### src/rtl/sap_bus_pkg.sv
// Shared 8-line bus fabric types and sizes.
// Used by the mux/demux ends of the fabric.
package sap_bus_pkg;
  localparam int BUS_WIDTH = 8;
  localparam int BUS_LINES = 8;
  localparam int SEL_W     = 3;

  typedef logic [SEL_W-1:0] line_sel_t;
endpackage

### src/rtl/rr_pick_8.sv
// Rotating priority encoder: first set req bit
// at or after ptr, wrapping modulo 8.
module rr_pick_8
  import sap_bus_pkg::*;
(
  input  logic [7:0] req,
  input  line_sel_t  ptr,
  output line_sel_t  gnt_idx,
  output logic       gnt_any
);

  line_sel_t idx;

  // Walk offsets high to low so the nearest one wins.
  always_comb begin
    gnt_any = 1'b0;
    gnt_idx = '0;
    idx     = '0;
    for (int k = 7; k >= 0; k--) begin
      idx = ptr + line_sel_t'(k);
      if (req[idx]) begin
        gnt_any = 1'b1;
        gnt_idx = idx;
      end
    end
  end

endmodule

### src/rtl/mux_arb_8line_8bit.sv
// Round-robin 8:1 collecting mux with registered output.
// Optional burst lock on a line: define MUX_LOCK_EN.
module mux_arb_8line_8bit
  import sap_bus_pkg::*;
#(
  parameter int WIDTH = BUS_WIDTH,
  parameter int LINES = BUS_LINES
) (
  input  logic             clk,
  input  logic             rst,
  input  logic [WIDTH-1:0] in0,
  input  logic [WIDTH-1:0] in1,
  input  logic [WIDTH-1:0] in2,
  input  logic [WIDTH-1:0] in3,
  input  logic [WIDTH-1:0] in4,
  input  logic [WIDTH-1:0] in5,
  input  logic [WIDTH-1:0] in6,
  input  logic [WIDTH-1:0] in7,
  input  logic [LINES-1:0] in_valid,
  output logic [LINES-1:0] in_ready,
`ifdef MUX_LOCK_EN
  input  logic [LINES-1:0] in_lock,
`endif
  output logic [WIDTH-1:0] out_data,
  output line_sel_t        out_sel,
  output logic             out_valid,
  input  logic             out_ready
);

  logic [WIDTH-1:0] in_arr [8];
  logic [WIDTH-1:0] data_q, data_d;
  line_sel_t        sel_q, sel_d;
  logic             valid_q, valid_d;
  line_sel_t        rr_ptr_q, rr_ptr_d;
  line_sel_t        pick_idx, gnt_idx;
  logic             pick_any, gnt_any;
  logic             load, xfer;

  assign in_arr[0] = in0;
  assign in_arr[1] = in1;
  assign in_arr[2] = in2;
  assign in_arr[3] = in3;
  assign in_arr[4] = in4;
  assign in_arr[5] = in5;
  assign in_arr[6] = in6;
  assign in_arr[7] = in7;

  rr_pick_8 u_pick (
    .req     (in_valid),
    .ptr     (rr_ptr_q),
    .gnt_idx (pick_idx),
    .gnt_any (pick_any)
  );

`ifdef MUX_LOCK_EN
  logic      lock_q, lock_d;
  line_sel_t lidx_q, lidx_d;

  // A held grant ignores every other requester.
  always_comb begin
    gnt_idx = lock_q ? lidx_q : pick_idx;
    gnt_any = lock_q ? in_valid[lidx_q] : pick_any;
  end
`else
  assign gnt_idx = pick_idx;
  assign gnt_any = pick_any;
`endif

  assign load = !valid_q || out_ready;
  assign xfer = load && gnt_any && !rst;

  always_comb begin
    in_ready = '0;
    if (xfer) in_ready[gnt_idx] = 1'b1;
  end

  always_comb begin
    data_d   = data_q;
    sel_d    = sel_q;
    valid_d  = valid_q;
    rr_ptr_d = rr_ptr_q;
`ifdef MUX_LOCK_EN
    lock_d   = lock_q;
    lidx_d   = lidx_q;
`endif
    if (load) begin
      valid_d = gnt_any;
      if (gnt_any) begin
        data_d   = in_arr[gnt_idx];
        sel_d    = gnt_idx;
        rr_ptr_d = gnt_idx + 3'd1;
`ifdef MUX_LOCK_EN
        lock_d = in_lock[gnt_idx];
        lidx_d = gnt_idx;
        if (in_lock[gnt_idx]) rr_ptr_d = rr_ptr_q;
`endif
      end
    end
  end

  always_ff @(posedge clk or posedge rst) begin
    if (rst) begin
      data_q   <= '0;
      sel_q    <= '0;
      valid_q  <= 1'b0;
      rr_ptr_q <= '0;
`ifdef MUX_LOCK_EN
      lock_q   <= 1'b0;
      lidx_q   <= '0;
`endif
    end else begin
      data_q   <= data_d;
      sel_q    <= sel_d;
      valid_q  <= valid_d;
      rr_ptr_q <= rr_ptr_d;
`ifdef MUX_LOCK_EN
      lock_q   <= lock_d;
      lidx_q   <= lidx_d;
`endif
    end
  end

  assign out_data  = data_q;
  assign out_sel   = sel_q;
  assign out_valid = valid_q;

endmodule

### config.mk
export PLATFORM = sky130hd
export DESIGN_NAME = mux_arb_8line_8bit
export DESIGN_NICKNAME = d
export VERILOG_FILES = /design/src/rtl/sap_bus_pkg.sv /design/src/rtl/rr_pick_8.sv /design/src/rtl/mux_arb_8line_8bit.sv
export SDC_FILE = /design/constraint.sdc
export NUM_CORES = 1
export LEC_CHECK = 0
export ABC_CLOCK_PERIOD_IN_PS = 10700
export CORE_MARGIN = 2
export CORE_UTILIZATION = 47
export DETAILED_ROUTE_END_ITERATION = 16
export PLACE_DENSITY = 0.87
export SETUP_SLACK_MARGIN = 0.1
export SLEW_MARGIN = 20
export SYNTH_ARGS = -nofsm -noshare
export SYNTH_HDL_FRONTEND = slang
export SYNTH_SLANG_ARGS = --single-unit
### constraint.sdc
create_clock -name clk -period 10.7 [get_ports clk]
set_input_delay 3.21 -clock clk [delete_from_list [all_inputs] [get_ports clk]]
set_output_delay 3.21 -clock clk [all_outputs]
set_load 0.01 [all_outputs]
=== Word level (Yosys, flattened, before mapping) ===
Cells that the tools add are included.

* Register bits: 15
* Latch bits: 0
* RAM bits: 0
* Memory bits (read-only): 0
* Bits of input ports: 75
* Output and inout port bits: 20
* Logic and storage cells: 69
* Memories: 0

* $add $sub $neg: 8
* Multipliers: 0
* Divide/modulo/power cells: 0
* Order comparisons: 11
* Equality and inequality tests: 0
* Shift-type cells: 0
* Mux-type cells: 38
* Bitwise gates (word level): 1
* Reduce and logical (&&, ||, !) cells: 7

{| class="wikitable"
|+ Operators with widths
! kind !! number
|-
| $lt A3 B4 Y1 const B || 9
|-
| $bmux W1 S3 || 8
|-
| $bmux W8 S3 || 1
|-
| $mux W3 || 8
|-
| $mux W8 || 3
|-
| $mux W1 || 17
|-
| $add A3 B3 Y3 const B || 4
|-
| $add A3 B1 Y3 const B || 2
|-
| $add A3 B2 Y3 const B || 2
|-
| $ge A4 B4 Y1 const B || 1
|-
| $not A3 Y4 || 1
|-
| $demux W1 S3 || 1
|-
| $ge A3 B1 Y1 const B || 1
|-
| $logic_and A1 B1 Y1 || 3
|-
| $logic_not A1 Y1 || 2
|-
| $reduce_and A2 Y1 || 1
|-
| $logic_or A1 B1 Y1 || 1
|}

=== Logic depth before layout (Yosys ltp) ===
Gate-level depths: netlist of run 1.

* Word-level depth: 16
* Gate-level depth with buffers: 18
* Gate-level depth less buffers: 11

=== Cells and area by module ===
Synthesis of run 1 repeated with hierarchy kept, for this count alone.

* Cells, all modules: 224
* Area total of the unflattened synthesis: 1959.4 µm²

{| class="wikitable"
|+ Modules (own cells, without submodules)
! module !! instances !! cells each !! area an instance (µm²) !! sequential area each (µm²)
|-
| mux_arb_8line_8bit || 1 || 134 || 1177.4 || 375.4
|-
| rr_pick_8 || 1 || 90 || 782.0 || 0.0
|}

=== Least setup slack after synthesis of run 1 ===
No wires, ideal clock.

* Path type: input port to output port
* Start point: in in_valid[5]
* End point: out in_ready[6]
* Data arrival time: 5554 ps
* Data required time: 7490 ps
* Setup slack: 1936 ps
* Cell stages on the path: 9
* Buffers on the path: 1
* Cell sequence: mux4_2 > mux2_2 > or2_0 > a311oi_2 > a21oi_2 > or3_4 > or2_0 > buf_2 > nor3_1

* Longest elaborated chain between the ends: 15
* Elaborated cells on any way between the ends: 40
* Those cells by class: order compare: 2; mux: 35; reduce/logical: 3

{| class="wikitable"
|+ Ends and longest elaborated chain
! element !! line !! source
|-
| start, declared || mux_arb_8line_8bit.sv:19 || <nowiki>input logic [LINES-1:0] in_valid,</nowiki>
|-
| $bmux W1 S3 || rr_pick_8.sv:21 || <nowiki>if (req[idx]) begin</nowiki>
|-
| $mux W1 (not written as such) || rr_pick_8.sv:21 ||
|-
| $mux W3 (8 in a row) || rr_pick_8.sv:21 ||
|-
| $lt A3 B4 Y1 (not written as such) or $ge A3 B1 Y1 (tied branches) || mux_arb_8line_8bit.sv:74 || <nowiki>if (xfer) in_ready[gnt_idx] = 1'b1;</nowiki>
|-
| $logic_and A1 B1 Y1 (not written as such) || mux_arb_8line_8bit.sv:74 ||
|-
| $mux W1 (not written as such) || mux_arb_8line_8bit.sv:74 ||
|-
| $demux W1 S3 || mux_arb_8line_8bit.sv:74 ||
|-
| $mux W8 * || mux_arb_8line_8bit.sv:74 ||
|-
| end, declared || mux_arb_8line_8bit.sv:20 || <nowiki>output logic [LINES-1:0] in_ready,</nowiki>
|}

Every way passes the cells marked *; elsewhere a longest branch is shown, timed or not. The select of a mux whose other input is x is not followed.

=== Worst setup path after layout of run 1 ===
* Start point: in in_valid[1]
* End point: out in_ready[6]

Same word-level chain as after synthesis.

==> run_results.csv, run 1 <==
group,metric,value,unit
outcome,status,"finished, final reports clean",
clocking,clock_latency,0.24,ns
worst_setup_path,cp_num_cells,9,
global_routing,grt_pass1_wl,11.0,mm
pwr,p_leak,1.19,nW
routing,drc,0,
sta,period_share,94.0,%
global_routing,grt_max_degree,36,
sta,drv_slew,0,
finish,drive_gt1_share,11.5,%
routing,routed_via_density,6.10,
pwr,peakVddDrop,236,uV
flow_run,drv_cap,0,
synth,ys_warn_count,0,
synth,synthCells,281,
place,gp_congestion,0.918,
worst_setup_path,cp_num_buf_inv,2,
synth,synth.most_common_cell,"nand2_1",
clocking,cts.clk_slew.worst_paths,0.05,ns
global_routing,grt_overflow,0,
place,pre_cts_slack,0.646,ns
routing,post_drt_wl_per_cell,17.2,um
die,dieArea,0.00541,mm2
clocking,cts_tree,"yes",
routing,route.vias.total,2513,
worst_setup_path,critPathKind,"in2out",
global_routing,track_usage,26.2,%
worst_setup_path,critPathMaxStageDelay,0.58,ns
worst_setup_path,crit_chain,"clkdlybuf4s50_1 > mux4_2 > a21o_1 > o21a_1 > o21ai_1 > nand2_1 > or2_0 > nor3_1 > clkdlybuf4s50_1",
synth,avgSynthCellArea,8.09,um2
synth,ys_seq_area_share,16.5,%
place,hpwl,5.76,mm
clocking,clock-root-buffer,"clkbuf_8",
global_routing,antenna_found_initial,0,
routing,wl,7.07,mm
sta,fin_worst_skew,0.00422,ns
pwr,powerDensity,376,mW/mm2
finish,fillerInstances,419,
synth,ys.flop_type,"dfrtp_1",
clocking,cts_max_level,1,
die,die_h,73.6,um
worst_hold_path,whs_path_depth,1,
place,placed_cells,408,
worst_setup_path,critPathTopFamily,"simple AND/OR/NAND/NOR gates",
worst_setup_path,arrival,6.85,ns
worst_setup_path,required,7.49,ns
sta,max_freq,0.0994,GHz
routing,drt.antenna.violating_nets,0,
synth,syn_area,0.00227,mm2
sta,setup_ws,0.639,ns
sta,rsz0062_at_grt,"false",
sta,worst_slew_pin_slew,0.776,ns
finish,syn2layout_area_growth,41.6,%
worst_setup_path,path_max_fanout,18,
global_routing,first_global_vias,2281,
die,io_pins,95,
clocking,cts.sinks,15,
worst_setup_path,crit_path_frequent_cell,"clkdlybuf4s50_1",
die,num_rows,25,
clocking,cts_buffers,3,
finish,diodes,0,
clocking,ctsResizeCount,0,
synth,synth_cell_types,50,
worst_setup_path,end_kind,"primary output",
synth,synth-edff-count,0,
synth,yosysTopAreaCell,"dfrtp_1",
routing,drt_iter0_drc,168,
clocking,cts_buffer_depth,2,
synth,synth_fp_nets,358,
synth,ys_seq_elements,15,
worst_setup_path,cp-start-kind,"primary input",
sta,fin_setup_tns,0,ns
clocking,hold_buffers,0,
worst_setup_path,r2r_cells,11,
worst_setup_path,worst_path_max_delay_cell,"mux4_2",
sta,fin_crit,10.06,ns
sta,hold_ws,0.491,ns
worst_hold_path,holdCritPathClass,"reg2reg",
finish,stdcell_area,0.00322,mm2
die,start_util,48.5,%
place,placed_area,0.00318,mm2
clocking,postCtsSetupBuffers,0,
sta,setup_violations,0,
die,die_x,73.6,um
synth,yosys.area.top_type_share,16.5,%
place,io_buffers,94,
sta,relSlewSlack,48.3,%
sta,finalHoldViolCount,0,
synth,async_flop_share,100,%
routing,dr.pass1.iters,4,
synth,synthTopCellsByArea,"dfrtp_1 (17%), mux4_2 (9.9%), nand2_1 (7.6%), mux2i_1 (6.6%), mux2_2 (5.4%)",
synth,synthTopCellsByCount,"nand2_1 (46), dfrtp_1 (15), mux2i_1 (15), o21ai_0 (13), mux2_2 (11)",
die,core_area,0.00469,mm2
finish,nets,436,
finish,final_cell_count_no_fill,412,
metrics by stage:
stage	power (mW)	utilization, %
after floorplan	0.945	-
after global placement	1.14	67.7
after detailed placement	1.16	67.7
after CTS	1.21	68.6
after global routing	1.32	68.6
final	1.21	68.6
routing by layer:
| layer | global-route usage, % | up-vias | routed length (um) |
|---|---|---|---|
| met3 | 2.88 | 23 | 445 |
| li1 | - | 1227 | - |
| met1 | 34.0 | 1151 | 2900 |
| met4 | 12.5 | 0 | 293 |
| met2 | 43.3 | 112 | 3430 |
| met5 | 0 | - | 0 |
power by group:
part           internal [mW]  switching (mW)
Sequential            0.0882          0.0515
Combinational          0.459           0.568
Clock                 0.0263          0.0174
Total                  0.574           0.637
cell type report:
cell class,instances,area (um2),area share [%]
clock buffer,4,45.0,1.40
sequential,15,377,11.7
multi-input combinational,238,1750,54.4
timing repair buffer,97,963,29.9
inverter,4,15.0,0.466
tap,54,67.6,2.10
cells in the final DEF, fill, tap and decap left out, types with 4 or more instances in the layout:
cell              n
clkdlybuf4s50_1  94
mux2i_1          15
nor2b_1           7
a21oi_1           9
a31oi_1           4
mux4_2           10
o21ai_0          13
nand4_1           4
a211oi_1          7
a2111oi_0         6
o21a_1            5
nand2b_1          4
a211oi_2          5
nor2_1            9
nand2_1          46
nand3b_1          4
and2_1           10
nor4_1            5
mux2_2           11
nor3_1            6
o22ai_1           7
nand3_1           4
and3_1            6
a32o_1            5
nor4b_1           4
dfrtp_1          14
flip-flops by register name, summed over array words and instances, names as in the netlist:
signal,count
out_valid,1
rr_ptr_q,3
out_data,8
out_sel,3
kinds of logic (layout without fill, tap and decap cells):
logic type / after synthesis / after routing / synth area share, %
xor gates and xnor gates: 5 / 5 / 1.93
AOI/OAI and AO/OA: 79 / 79 / 25.8
DFF: 15 / 15 / 16.5
buffers and inverters: 28 / 105 / 6.44
and+or+nand+nor: 116 / 116 / 26.3
muxes: 36 / 36 / 21.9
adders and majority gates: 2 / 2 / 1.10
path summary, 6_finish.rpt:
kind,start,endpoint,slack [ns]
min in group asynchronous,rst,out_data[5],3.56
setup reg to reg,rr_ptr_q[0],out_data[3],5.98
max in group asynchronous,rst,rr_ptr_q[0],6.75
hold / removal,out_sel[0],out_sel[0],0.49
setup / recovery,in_valid[1],in_ready[6],0.64
hold reg to reg,out_sel[0],out_sel[0],0.49
Power figures use the tool's default switching activity.
==> run 2: changes to the inputs <==
- CTS_BUF_LIST: unset -> sky130_fd_sc_hd__clkbuf_16
- SLEW_MARGIN: 20 -> unset
==> run 2 against run 1 <==
Effect of this change:
- combinational power barely moved
- global-route usage rose by 0.59 points
- clock skew fell by 0.0037 ns
- worst hold slack got worse by 0.00075 ns
- cell count did not move
- worst setup slack improved by 0.0063 ns
- via count barely moved
- clock-buffer cell count fell by 1
- clock power rose by 62%
- register-to-register slack got worse by 0.53 ns
- power rose by 2.8%
- largest cell class unchanged
==> run_results.csv, run 2 (same netlist as run 1, synthesis figures left out) <==
group,metric,value,unit
die,num_rows,25,
die,io_pins,95,
flow_run,drv_cap,0,
sta,drv_slew,0,
global_routing,grt_pass1_wl,11.2,mm
routing,drt.antenna.violating_nets,0,
die,dieArea,0.00541,mm2
global_routing,met3_usage,2.61,%
global_routing,met2_usage,44.5,%
clocking,cts_buffers,3,
pwr,p_int,597,uW
sta,period_share,94.0,%
place,gp_congestion,0.918,
pwr,peakVddDrop,234,uV
finish,final_common_cell,"clkdlybuf4s50_1",
finish,largest_reg_flops,8,
global_routing,track_usage,26.8,%
pwr,p_switching,647,uW
worst_setup_path,cp-start-kind,"primary input",
worst_setup_path,required,7.49,ns
clocking,clock-root-buffer,"clkbuf_16",
sta,relSlewSlack,11.7,%
pwr,p_leak,1.21,nW
clocking,cts_max_level,1,
worst_setup_path,end_kind,"primary output",
clocking,cts.clk_slew.worst_paths,0.05,ns
place,placed_cells,408,
global_routing,top_usage_layer,"met2",
clocking,ctsResizeCount,0,
die,die_h,73.6,um
finish,syn2layout_area_growth,43.0,%
worst_setup_path,cp_num_buf_inv,2,
sta,fin_worst_skew,0.000474,ns
finish,diodes,0,
global_routing,use_met1,34.4,%
routing,routed_via_density,6.10,
global_routing,grt_max_degree,36,
global_routing,grt_overflow,0,
worst_setup_path,path_max_fanout,9,
die,start_util,48.5,%
clocking,clock_latency,0.24,ns
outcome,status,"finished, final reports clean",
clocking,hold_buffers,0,
global_routing,antenna_found_initial,0,
sta,max_freq,0.0995,GHz
worst_setup_path,arrival,6.84,ns
finish,nets,436,
clocking,cts.sinks,15,
clocking,cts_tree,"yes",
routing,drt_iter0_drc,149,
worst_setup_path,worst_path_max_delay_cell,"clkdlybuf4s50_1",
pwr,clkPwrFrac,5.7,%
clocking,postCtsSetupBuffers,0,
pwr,comb_power_share,83.0,%
die,core_area,0.00469,mm2
pwr,pwr-share-seq,11.3,%
clocking,cts_buffer_depth,2,
routing,route.vias.total,2512,
routing,dr.pass1.iters,4,
routing,drc,0,
worst_hold_path,holdCritPathClass,"reg2reg",
sta,fin_crit,10.05,ns
pwr,swShare,52.0,%
worst_setup_path,critPathMaxStageDelay,0.57,ns
global_routing,first_global_vias,2342,
sta,fin_setup_tns,0,ns
sta,rsz0062_at_grt,"false",
worst_setup_path,crit_chain,"clkdlybuf4s50_1 > mux4_2 > mux2_2 > or2_0 > a311oi_2 > a21oi_2 > or3_4 > or2_0 > nor3_1 > clkdlybuf4s50_1",
sta,finalHoldViolCount,0,
pwr,powerDensity,382,mW/mm2
routing,post_drt_wl_per_cell,17.7,um
finish,final_cell_count_no_fill,412,
sta,worst_slew_pin_slew,1.32,ns
place,io_buffers,94,
finish,drive_gt1_share,11.2,%
place,hpwl,5.75,mm
routing,wl,7.27,mm
worst_setup_path,critPathTopFamily,"simple AND/OR/NAND/NOR gates",
finish,final_cell_mix,"clkdlybuf4s50_1 (94), nand2_1 (46), mux2i_1 (15), dfrtp_1 (15), o21ai_0 (13)",
sta,setup_violations,0,
die,die_x,73.6,um
worst_setup_path,critPathKind,"in2out",
## run 2: changes by cell type in the layout (fill, tap and decap cells not counted)
cell / delta
clkbuf_1: -1
clkbuf_16: +3
clkbuf_8: -3
dfrtp_1: +1
dfrtp_2: -1
inv_1: +1
## run 2: per-layer routing
layer / wire length [um] / part of all wire, %
met5: 0 / 0
met4: 298 / 4.1
met3: 376 / 5.2
met2: 3550 / 49
met1: 3050 / 42
## run 2: path summary, 6_finish.rpt
kind / from / endpoint / slack (ns) / depth (start not counted)
max: in_valid[0] / in_ready[6] / 0.65 / 10
min: out_sel[0] / out_sel[0] / 0.49 / 1
max reg2reg: rr_ptr_q[0] / out_data[3] / 5.45 / 11
min reg2reg: out_sel[0] / out_sel[0] / 0.49 / 1
max in group asynchronous: rst / out_sel[2] / 6.79 / 2
min in group asynchronous: rst / out_sel[1] / 3.56 / 2
## run 2: stage by stage
step                util [%]  hold WS [ns]  power, mW  worst slack, ns  cell area [um2]
finish                  69.3         0.491       1.24            0.645             3250
global route            69.3         0.516       1.35            0.326             3250
global placement        67.7         0.475       1.14            0.792             3170
floorplan                  -         0.531      0.945             1.94             2270
CTS                     69.3         0.497       1.24            0.636             3250
detailed placement      67.7         0.487       1.16            0.643             3170
## run 2: final cells by class
cell class                 count  area [um2]
timing repair buffer          97         963
clock inverter                 1        3.75
inverter                       4        15.0
multi-input combinational    238        1750
fill                         408        1440
tap                           54        67.6
sequential                    15         375
clock buffer                   3        75.1
## run 2: power by group through the flow
stage | clock, mW | sequential, mW | combinational [mW]
2_1_floorplan | 0 | 0.112 | 0.833
3_3_place_gp | 0 | 0.139 | 1.01
3_5_place_dp | 0 | 0.141 | 1.02
4_1_cts | 0.0709 | 0.140 | 1.02
5_1_grt | 0.0736 | 0.147 | 1.13
6_report | 0.0707 | 0.141 | 1.03
## run 2: worst register-to-register path: stages (launching register included)
cell	delay, ns
dfrtp_1	1.22
inv_2	0.26
ha_1	0.76
mux2i_1	0.24
mux4_2	0.56
o32ai_2	0.58
nand2b_1	0.22
a21o_1	0.33
buf_4	0.35
nand2_1	0.09
a32o_1	0.26
a211oi_1	0.26
==> run 3: changes to the inputs <==
- PLACE_DENSITY: 0.87 -> 0.92
- SLEW_MARGIN: unset -> 10
==> run 3 against run 2 <==
Effect of this change:
- global-route usage rose by 0.74 points
- sequential share of layout area about the same
- largest power group unchanged
- critical endpoint is now in_ready[4]
- core utilization increased by 0.16 points
- power rose by 1.3%
- cell count grew 0.24%
==> run_results.csv, run 3 (same netlist as run 1, synthesis figures left out) <==
group,metric,value,unit
sta,setup_violations,0,
sta,relSlewSlack,48.2,%
global_routing,grt_pass1_wl,11.6,mm
sta,period_share,95.1,%
worst_setup_path,end_kind,"primary output",
worst_hold_path,whs_path_depth,1,
worst_setup_path,arrival,6.96,ns
die,die_h,73.6,um
global_routing,grt_overflow,0,
worst_setup_path,critPathMaxStageDelay,0.59,ns
sta,drv_slew,0,
finish,final_cell_mix,"clkdlybuf4s50_1 (94), nand2_1 (46), mux2i_1 (15), dfrtp_1 (15), o21ai_0 (13)",
worst_setup_path,worst_path_max_delay_cell,"mux4_2",
finish,stdcell_area,0.00326,mm2
worst_setup_path,ff2ff_setup_slack,6.10,ns
global_routing,first_global_vias,2345,
sta,rsz0062_at_grt,"false",
clocking,cts_buffer_depth,2,
routing,wl,7.51,mm
die,die_x,73.6,um
global_routing,grt_max_degree,36,
worst_setup_path,critPathKind,"in2out",
clocking,cts_buffers,3,
routing,dr.pass1.iters,4,
finish,largest_reg_flops,8,
finish,nets,437,
place,io_buffers,94,
place,placed_area,0.00318,mm2
die,num_rows,25,
place,gp_congestion,0.971,
routing,drt_iter0_drc,236,
finish,diodes,0,
pwr,peakVddDrop,212,uV
sta,fin_crit,10.17,ns
clocking,cts.sinks,15,
clocking,clock-root-buffer,"clkbuf_16",
place,hpwl,5.79,mm
worst_hold_path,hold_start,"out_sel[0]",
die,start_util,48.5,%
worst_setup_path,rr_startpoint,"rr_ptr_q[1]",
routing,routed_via_density,6.27,
sta,fin_worst_skew,0.00461,ns
worst_setup_path,path_max_fanout,9,
worst_setup_path,crit_path_frequent_cell,"clkdlybuf4s50_1",
sta,finalHoldViolCount,0,
sta,worst_slew_pin_slew,0.777,ns
clocking,cts.clk_slew.worst_paths,0.05,ns
die,io_pins,95,
worst_setup_path,r2r_cells,11,
finish,drive_gt1_share,11.4,%
routing,post_drt_wl_per_cell,18.2,um
flow_run,drv_cap,0,
routing,drt.antenna.violating_nets,0,
die,core_area,0.00469,mm2
finish,final_common_cell,"clkdlybuf4s50_1",
die,dieArea,0.00541,mm2
sta,max_freq,0.0983,GHz
clocking,clock_latency,0.25,ns
routing,drc,0,
clocking,cts_tree,"yes",
pwr,p_leak,1.22,nW
outcome,status,"finished, final reports clean",
clocking,cts_max_level,1,
finish,syn2layout_area_growth,43.3,%
clocking,postCtsSetupBuffers,0,
global_routing,antenna_found_initial,0,
worst_setup_path,crit_chain,"clkdlybuf4s50_1 > mux4_2 > mux2_2 > o21ai_0 > o21ai_1 > a21oi_2 > nand3b_1 > or2_0 > nor3_1 > clkdlybuf4s50_1",
worst_setup_path,r2r-end,"out_data[7]",
routing,route.vias.total,2589,
worst_setup_path,cp-start-kind,"primary input",
worst_setup_path,required,7.49,ns
clocking,ctsResizeCount,0,
clocking,hold_buffers,0,
pwr,powerDensity,387,mW/mm2
sta,fin_setup_tns,0,ns
global_routing,track_usage,27.5,%
worst_hold_path,holdCritPathClass,"reg2reg",
worst_hold_path,worstHoldEndpoint,"out_sel[0]",
run 3: cell types whose count changed in the layout (fill, tap and decap cells not counted), sizes merged:
cell and change:
buf +1
run 3: layout make-up:
cell class | instances | area [um2]
repair buffers | 98 | 971
fillers | 367 | 1430
clock buffers | 3 | 75.1
clock inverters | 1 | 3.75
multi-input cells | 238 | 1750
inverters | 4 | 15.0
flip-flops and latches | 15 | 375
well taps | 54 | 67.6
run 3: metal layers:
layer,GRT usage [%],up-vias,routed length (um)
met1,36.7,1222,3110
met5,0,-,0
met2,46.1,124,3780
met4,10.7,0,200
met3,2.33,17,418
li1,-,1226,-
run 3: metrics by stage:
stage | util, % | setup slack (ns) | instances | hold WS, ns | total power, mW
after floorplan | - | 1.94 | 281 | 0.531 | 0.945
after global placement | 67.8 | 0.796 | 409 | 0.474 | 1.13
after detailed placement | 67.8 | 0.643 | 409 | 0.495 | 1.16
after CTS | 69.5 | 0.622 | 413 | 0.505 | 1.24
after global routing | 69.5 | 0.342 | 413 | 0.535 | 1.36
final | 69.5 | 0.527 | 413 | 0.501 | 1.26
run 3: worst max-delay path by stage:
stage / slack (ns) / to / from / cells past startpoint
after floorplan: 1.94 / in_ready[6] / in_valid[5] / 9
after global routing: 0.34 / in_ready[4] / in_valid[1] / 10
final: 0.53 / in_ready[4] / in_valid[1] / 10
after detailed placement: 0.64 / in_ready[4] / in_valid[1] / 10
after CTS: 0.62 / in_ready[4] / in_valid[1] / 10
after global placement: 0.80 / in_ready[6] / in_valid[1] / 10
run 3: critical path, delay by kind of cell:
kind,cells,cell delay (ns)
compound gates,3,0.75
buf+inv,2,1.11
mux,2,0.92
simple gates,3,0.96
run 3: where the power goes:
part           switching [mW]  internal [mW]  leakage, nW
sequential             0.0319         0.0883        0.167
clock                  0.0233         0.0495       0.0423
combinational           0.606          0.461         1.01
